--- src/rtl/wb_sched.sv ---
// rtl/wb_sched.sv - register-file write-back scheduler
// Round-robin EX/MEM write port sharing, pending scoreboard, post-reset x1..x31 clear.
module wb_sched #(
  parameter bit INIT_CLEAR = 1'b1
) (
  input  logic        clk,
  input  logic        rst_n,
  input  logic        issue_valid,
  input  logic [4:0]  issue_rd,
  output logic        issue_ready,
  input  logic [4:0]  rs1_addr,
  input  logic [4:0]  rs2_addr,
  output logic        rs1_busy,
  output logic        rs2_busy,
  input  logic        ex_valid,
  input  logic [4:0]  ex_rd,
  input  logic [31:0] ex_data,
  output logic        ex_ready,
  input  logic        mem_valid,
  input  logic [4:0]  mem_rd,
  input  logic [31:0] mem_data,
  output logic        mem_ready,
  output logic        rf_write_en,
  output logic [4:0]  rf_rd_addr,
  output logic [31:0] rf_rd_data,
  output logic        init_done
);

  typedef enum logic {S_INIT, S_RUN} state_t;
  localparam logic PRIO_EX  = 1'b0;
  localparam logic PRIO_MEM = 1'b1;

  state_t      state, state_n;
  logic [4:0]  cnt;
  logic        prio;
  logic [31:0] pending, pending_n;
  logic        run;
  logic        ex_grant, mem_grant;

  // Readies are gated by rst_n so nothing handshakes during the reset cycle.
  assign run       = rst_n && (state == S_RUN);
  assign ex_ready  = run && (!mem_valid || prio == PRIO_EX);
  assign mem_ready = run && (!ex_valid || prio == PRIO_MEM);
  assign ex_grant  = ex_valid && ex_ready;
  assign mem_grant = mem_valid && mem_ready;

  assign issue_ready = run && !pending[issue_rd];
  assign init_done   = (state == S_RUN);

  always_ff @(posedge clk) begin
    if (!rst_n) begin
      state <= INIT_CLEAR ? S_INIT : S_RUN;
    end else begin
      state <= state_n;
    end
  end

  always_comb begin
    state_n = state;
    if (state == S_INIT && cnt == 5'd31) begin
      state_n = S_RUN;
    end
  end

  always_comb begin
    rf_write_en = 1'b0;
    rf_rd_addr  = 5'd0;
    rf_rd_data  = 32'd0;
    rs1_busy    = pending[rs1_addr];
    rs2_busy    = pending[rs2_addr];
    if (state == S_INIT) begin
      rs1_busy = (rs1_addr != 5'd0);
      rs2_busy = (rs2_addr != 5'd0);
      if (rst_n) begin
        rf_write_en = 1'b1;
        rf_rd_addr  = cnt;
      end
    end else if (ex_grant) begin
      rf_write_en = (ex_rd != 5'd0);
      rf_rd_addr  = ex_rd;
      rf_rd_data  = ex_data;
    end else if (mem_grant) begin
      rf_write_en = (mem_rd != 5'd0);
      rf_rd_addr  = mem_rd;
      rf_rd_data  = mem_data;
    end
  end

  // Clear before set: an older write-back never cancels a freshly issued claim.
  always_comb begin
    pending_n = pending;
    if (ex_grant) begin
      pending_n[ex_rd] = 1'b0;
    end else if (mem_grant) begin
      pending_n[mem_rd] = 1'b0;
    end
    if (issue_valid && issue_ready) begin
      pending_n[issue_rd] = 1'b1;
    end
    pending_n[0] = 1'b0;
  end

  always_ff @(posedge clk) begin
    if (!rst_n) begin
      cnt     <= 5'd1;
      prio    <= PRIO_EX;
      pending <= 32'd0;
    end else begin
      if (state == S_INIT) begin
        cnt <= cnt + 5'd1;
      end
      if (ex_grant) begin
        prio <= PRIO_MEM;
      end else if (mem_grant) begin
        prio <= PRIO_EX;
      end
      pending <= pending_n;
    end
  end

endmodule

--- config.mk ---
export PLATFORM = sky130hd
export DESIGN_NAME = wb_sched
export DESIGN_NICKNAME = d
export VERILOG_FILES = /design/src/rtl/wb_sched.sv
export SDC_FILE = /design/constraint.sdc
export NUM_CORES = 1
export LEC_CHECK = 0
export BUFFER_PORTS_ARGS = -buffer_cell sky130_fd_sc_hd__buf_2
export CORE_ASPECT_RATIO = 1.5
export CORE_UTILIZATION = 49
export CTS_CLUSTER_SIZE = 14
export DETAILED_ROUTE_END_ITERATION = 6
export PLACE_DENSITY = 0.81
export SLEW_MARGIN = 25
export SYNTH_ARGS = -nofsm -noshare
export SYNTH_HDL_FRONTEND = slang
export SYNTH_SLANG_ARGS = --single-unit
--- constraint.sdc ---
create_clock -name clk -period 2.3 [get_ports clk]
set_input_delay 0.115 -clock clk [delete_from_list [all_inputs] [get_ports clk]]
set_output_delay 0.115 -clock clk [all_outputs]
set_load 0.01 [all_outputs]
## After elaboration in Yosys (flattened, before gate mapping)

Index checks and enable logic that the tools add are counted.
W data, S select, Z words.

- Bitwise gates (word level): 7
- Eq/ne operators: 1
- Add/subtract/negate cells: 1
- $lt $le $gt $ge: 8
- Muxes and demuxes: 30
- Reductions and logical operators: 21

Operators by type and width:

| operator | number |
|---|---|
| $mux W32 | 6 |
| $and A32 B32 Y32 | 2 |
| $not A32 Y32 | 2 |
| $or A32 B32 Y32 | 1 |
| $lt A5 B6 Y1 const B | 5 |
| $mux W5 | 4 |
| $reduce_bool A5 Y1 | 4 |
| $bmux W1 S5 | 3 |
| $demux W1 S5 | 3 |
| $ge A5 B1 Y1 const B | 3 |
| $mux W1 | 14 |
| $logic_and A1 B1 Y1 | 11 |
| $add A5 B1 Y5 const B | 1 |
| $eq A5 B5 Y1 const B | 1 |
| $logic_not A1 Y1 | 3 |
| $logic_or A1 B1 Y1 | 2 |
| $not A1 Y1 | 2 |
| $reduce_bool A2 Y1 | 1 |

- Register bits after elaboration: 39
- Output and inout bits: 44
- Logic and storage cells: 73

## Depth between registers and ports, before layout

- Word-level depth: 10
- Mapped depth: 8
- Depth with buffers taken out: 5

## Worst setup path after synthesis

No wires, ideal clock.

- Kind: reg-to-output
- Start: register state, in the netlist init_done
- End: output rf_rd_data[11]
- Data required time: 2.185 ns
- Setup slack: 0.514 ns
- Arrival time: 1.671 ns
- Stages on the path, launching flop included: 6
- Cells stage by stage: dfxtp_1 -> nand3_1 -> nor2_1 -> clkbuf_1 -> buf_1 -> a22o_1

- Cells in the longest elaborated chain, start to end: 6
- Elaborated cells between the ends (all ways): 8

Ends and longest elaborated chain:

| item | line | text |
|---|---|---|
| start: declaration | 33 | `state_t state, state_n;` |
| start signal: assignment | 52 | `state <= INIT_CLEAR ? S_INIT : S_RUN;` |
| start signal: assignment | 54 | `state <= state_n;` |
| $logic_and A1 B1 Y1 | 41 | `assign run = rst_n && (state == S_RUN);` |
| $logic_and A1 B1 Y1 | 43 | `assign mem_ready = run && (!ex_valid \|\| prio == PRIO_MEM);` |
| $logic_and A1 B1 Y1 | 45 | `assign mem_grant = mem_valid && mem_ready;` |
| $mux W32 | 82 | `end else if (mem_grant) begin` |
| $mux W32 | 78 | `end else if (ex_grant) begin` |
| $mux W32 * | 71 | `if (state == S_INIT) begin` |
| end: declaration | 25 | `output logic [31:0] rf_rd_data,` |

Mark *: on every way between the ends. The rest lies on a longest branch, timed or not.

## Final worst setup path

- Start: register pending[11]
- End: output rs2_busy

- Cells in the longest elaborated chain, start to end: 3

Ends and longest elaborated chain:

| item | line | text |
|---|---|---|
| start: declaration | 36 | `logic [31:0] pending, pending_n;` |
| start signal: assignment | 117 | `pending <= pending_n;` |
| $bmux W1 S5 | 70 | `rs2_busy = pending[rs2_addr];` |
| $mux W1 (implied by the code) | 70 |  |
| $mux W1 | 71 |  |
| end: declaration | 14 | `output logic rs2_busy,` |

No other way between the ends. The select of a mux whose other input is x is not followed.

==> flow_summary_export.csv <==
group,metric,value,unit
logic_synthesis,synth_area,3350,µm²
routing,vias,3999,
timing,fin_skew,0.00369,ns
clock_network,clk_pin_slew,0.08,ns
clock_network,root_buffer,"clkbuf_8",
setup_path,arrival,2.00,ns
power,peakVddDrop,0.257,mV
global_route,overflow,0,
logic_synthesis,yosys.area.top_type,"dfxtp_1",
flow_run,max_cap_violations,0,
floorplan,initial_utilization,51.2,%
logic_synthesis,ys_seq_area_share,22.7,%
logic_synthesis,async_flop_share,0,%
final_layout,seqCellArea,761,µm²
routing,drt-total-wl,12100,µm
placement,port_buffers,137,
timing,finalHoldViolations,0,
final_layout,area_growth,24.6,%
power,power.leakage,1.77,nW
logic_synthesis,yosys_most_used_dff,"dfxtp_1",
clock_network,cts_tree,"yes",
floorplan,die_area,7170,µm²
clock_network,cts.sinks,38,
global_route,grt_pass1_wl,18800,µm
final_layout,layout_common_cells,"buf_2 (137), nand2_1 (57), dfxtp_1 (38), a22o_1 (34), mux4_2 (17)",
setup_path,cp-end-kind,"output pin",
timing,worst_pin_slew,0.631,ns
global_route,grt_antenna_before_repair,0,
setup_path,critPathMaxFanout,4,
global_route,gr-usage-all-layers,33.9,%
clock_network,ctsLongestPathBuffers,2,
final_layout,num_antenna_cells,0,
setup_path,path_class,"register to output pin",
timing,fin_setup_tns,0,ns
logic_synthesis,ys_warn_count,0,
setup_path,critical_path_required,2.18,ns
final_layout,fin_nets,616,
logic_synthesis,synth_edf_count,0,
logic_synthesis,ys_ff_latch,38,
timing,fmax,472,MHz
routing,drt_first_pass_iters,5,
final_layout,drive_above_1_share,37.0,%
placement,gp_congestion,0.973,
timing,whs,0.0936,ns
logic_synthesis,synth_cells,396,
placement,dpl.hpwl,9590,µm
clock_network,cts_buffers,5,
logic_synthesis,synth_nets,492,
timing,min_period,2.12,ns
final_layout,mostFrequentLayoutCell,"buf_2",
timing,max_slew_margin,57.4,%
floorplan,die_w,69.5,µm
global_route,grt_pass1_vias,3729,
floorplan,io_pins,138,
floorplan,core,6530,µm²
timing,setup_viol,0,
clock_network,htreeDepth,2,
routing,ant_nets,0,
routing,drc,0,
timing,post-route-period-util,92.1,%
routing,routedWlPerCell,20.3,µm
logic_synthesis,synth.distinct_cells,56,
logic_synthesis,synthTopCellsByArea,"dfxtp_1 (23%), mux4_2 (11%), a22o_1 (8.9%)",
routing,drt_iter0_markers,443,
timing,rsz0062_at_grt,"no",
outcome,outcome,"completed",
final_layout,n_fill_cell,561,
routing,post_drt_via_cell_ratio,6.70,
setup_path,crit_path_start_kind,"register",
worst_hold_path,hp-class,"primary input to register",
final_layout,multi_input_comb_area,2390,µm²
logic_synthesis,synth_top_cell_area_share,22.7,%
global_route,grt_max_degree,36,
logic_synthesis,syn_avg_cell_area,8.45,µm²
timing,slew_violations,0,
floorplan,rows,36,
clock_network,insertion_delay,0.29,ns
floorplan,chipHeight,103,µm
power,power_density,344,nW/µm²
-- cell usage after synthesis, types with 10 or more instances --
cell,instances
o31ai_1,15
clkbuf_1,22
nand3_1,13
nand2_1,57
dfxtp_1,38
a22o_1,34
nor3_1,10
mux4_2,17
mux2i_1,13
inv_1,14
o2111ai_1,14
nor2_1,18
nand4_1,14
o21ai_0,10
-- final cells by class --
cell class | instances | share of cell area (%)
multi-input cells | 311 | 57.2
repair buffers | 150 | 18.8
flip-flops and latches | 38 | 18.2
well taps | 76 | 2.28
clock buffers | 7 | 2.07
inverters | 14 | 1.26
clock inverters | 1 | 0.120
-- where the power goes --
part           internal, mW  leakage [nW]  total, mW  switching (mW)
Sequential            0.664         0.307      0.672         0.00843
Clock                 0.242        0.0482      0.494           0.251
Combinational         0.116          1.41      0.270           0.154
-- per-layer routing --
layer	up-vias	global-route usage, %	wire, µm
met3	54	4.84	885
met4	0	22.0	714
met5	-	0	0
met1	1897	40.0	4530
met2	235	58.1	6010
li1	1813	-	-
-- sequential cells by signal (all words and copies together) (netlist names) --
register   cells
prio           1
pending       31
init_done      1
cnt            5
-- critical path, cell delays in order, from the launching register on --
cell and delay [ns]:
dfxtp_1 0.38, mux4_2 0.48, or3b_2 0.48, a31oi_1 0.17, a31oi_1 0.05, buf_2 0.14
-- worst paths after layout --
kind                    start     endpoint  slack [ns]  depth (start not counted)
setup / recovery  pending[11]     rs2_busy        0.18                          5
hold / removal          rst_n       cnt[0]        0.09                          2
setup reg to reg  pending[21]  pending[29]        0.33                          6
hold reg to reg    pending[6]   pending[6]        0.50                          2
-- logic make-up after synthesis --
family                     Yosys count  share of synthesized area (%)
and+or+nand+nor                    156                           24.2
AOI/OAI and AO/OA                  118                           28.9
buffers and inverters               47                           6.21
DFF                                 38                           22.7
muxes                               32                           16.5
xor gates and xnor gates             3                          0.785
adders and majority gates            2                          0.748
-- per-stage QoR --
stage	utilization [%]	power (mW)	instances	setup WS [ns]	instance area, µm²
global route	63.9	1.49	597	0.0708	4170
CTS	63.8	1.43	597	0.0657	4170
global placement	62.4	0.942	589	0.271	4070
finish	63.9	1.44	597	0.182	4170
detailed placement	62.4	0.952	589	0.200	4070
floorplan	-	0.826	396	0.514	3350
-- what timing repair did --
item                       in CTS  in global routing
buffers inserted                0                  0
hold buffers                    0                  0
setup endpoints to repair       0                 29
gates resized for setup         0                  1
Note: power is estimated with default switching activity, not from simulation.
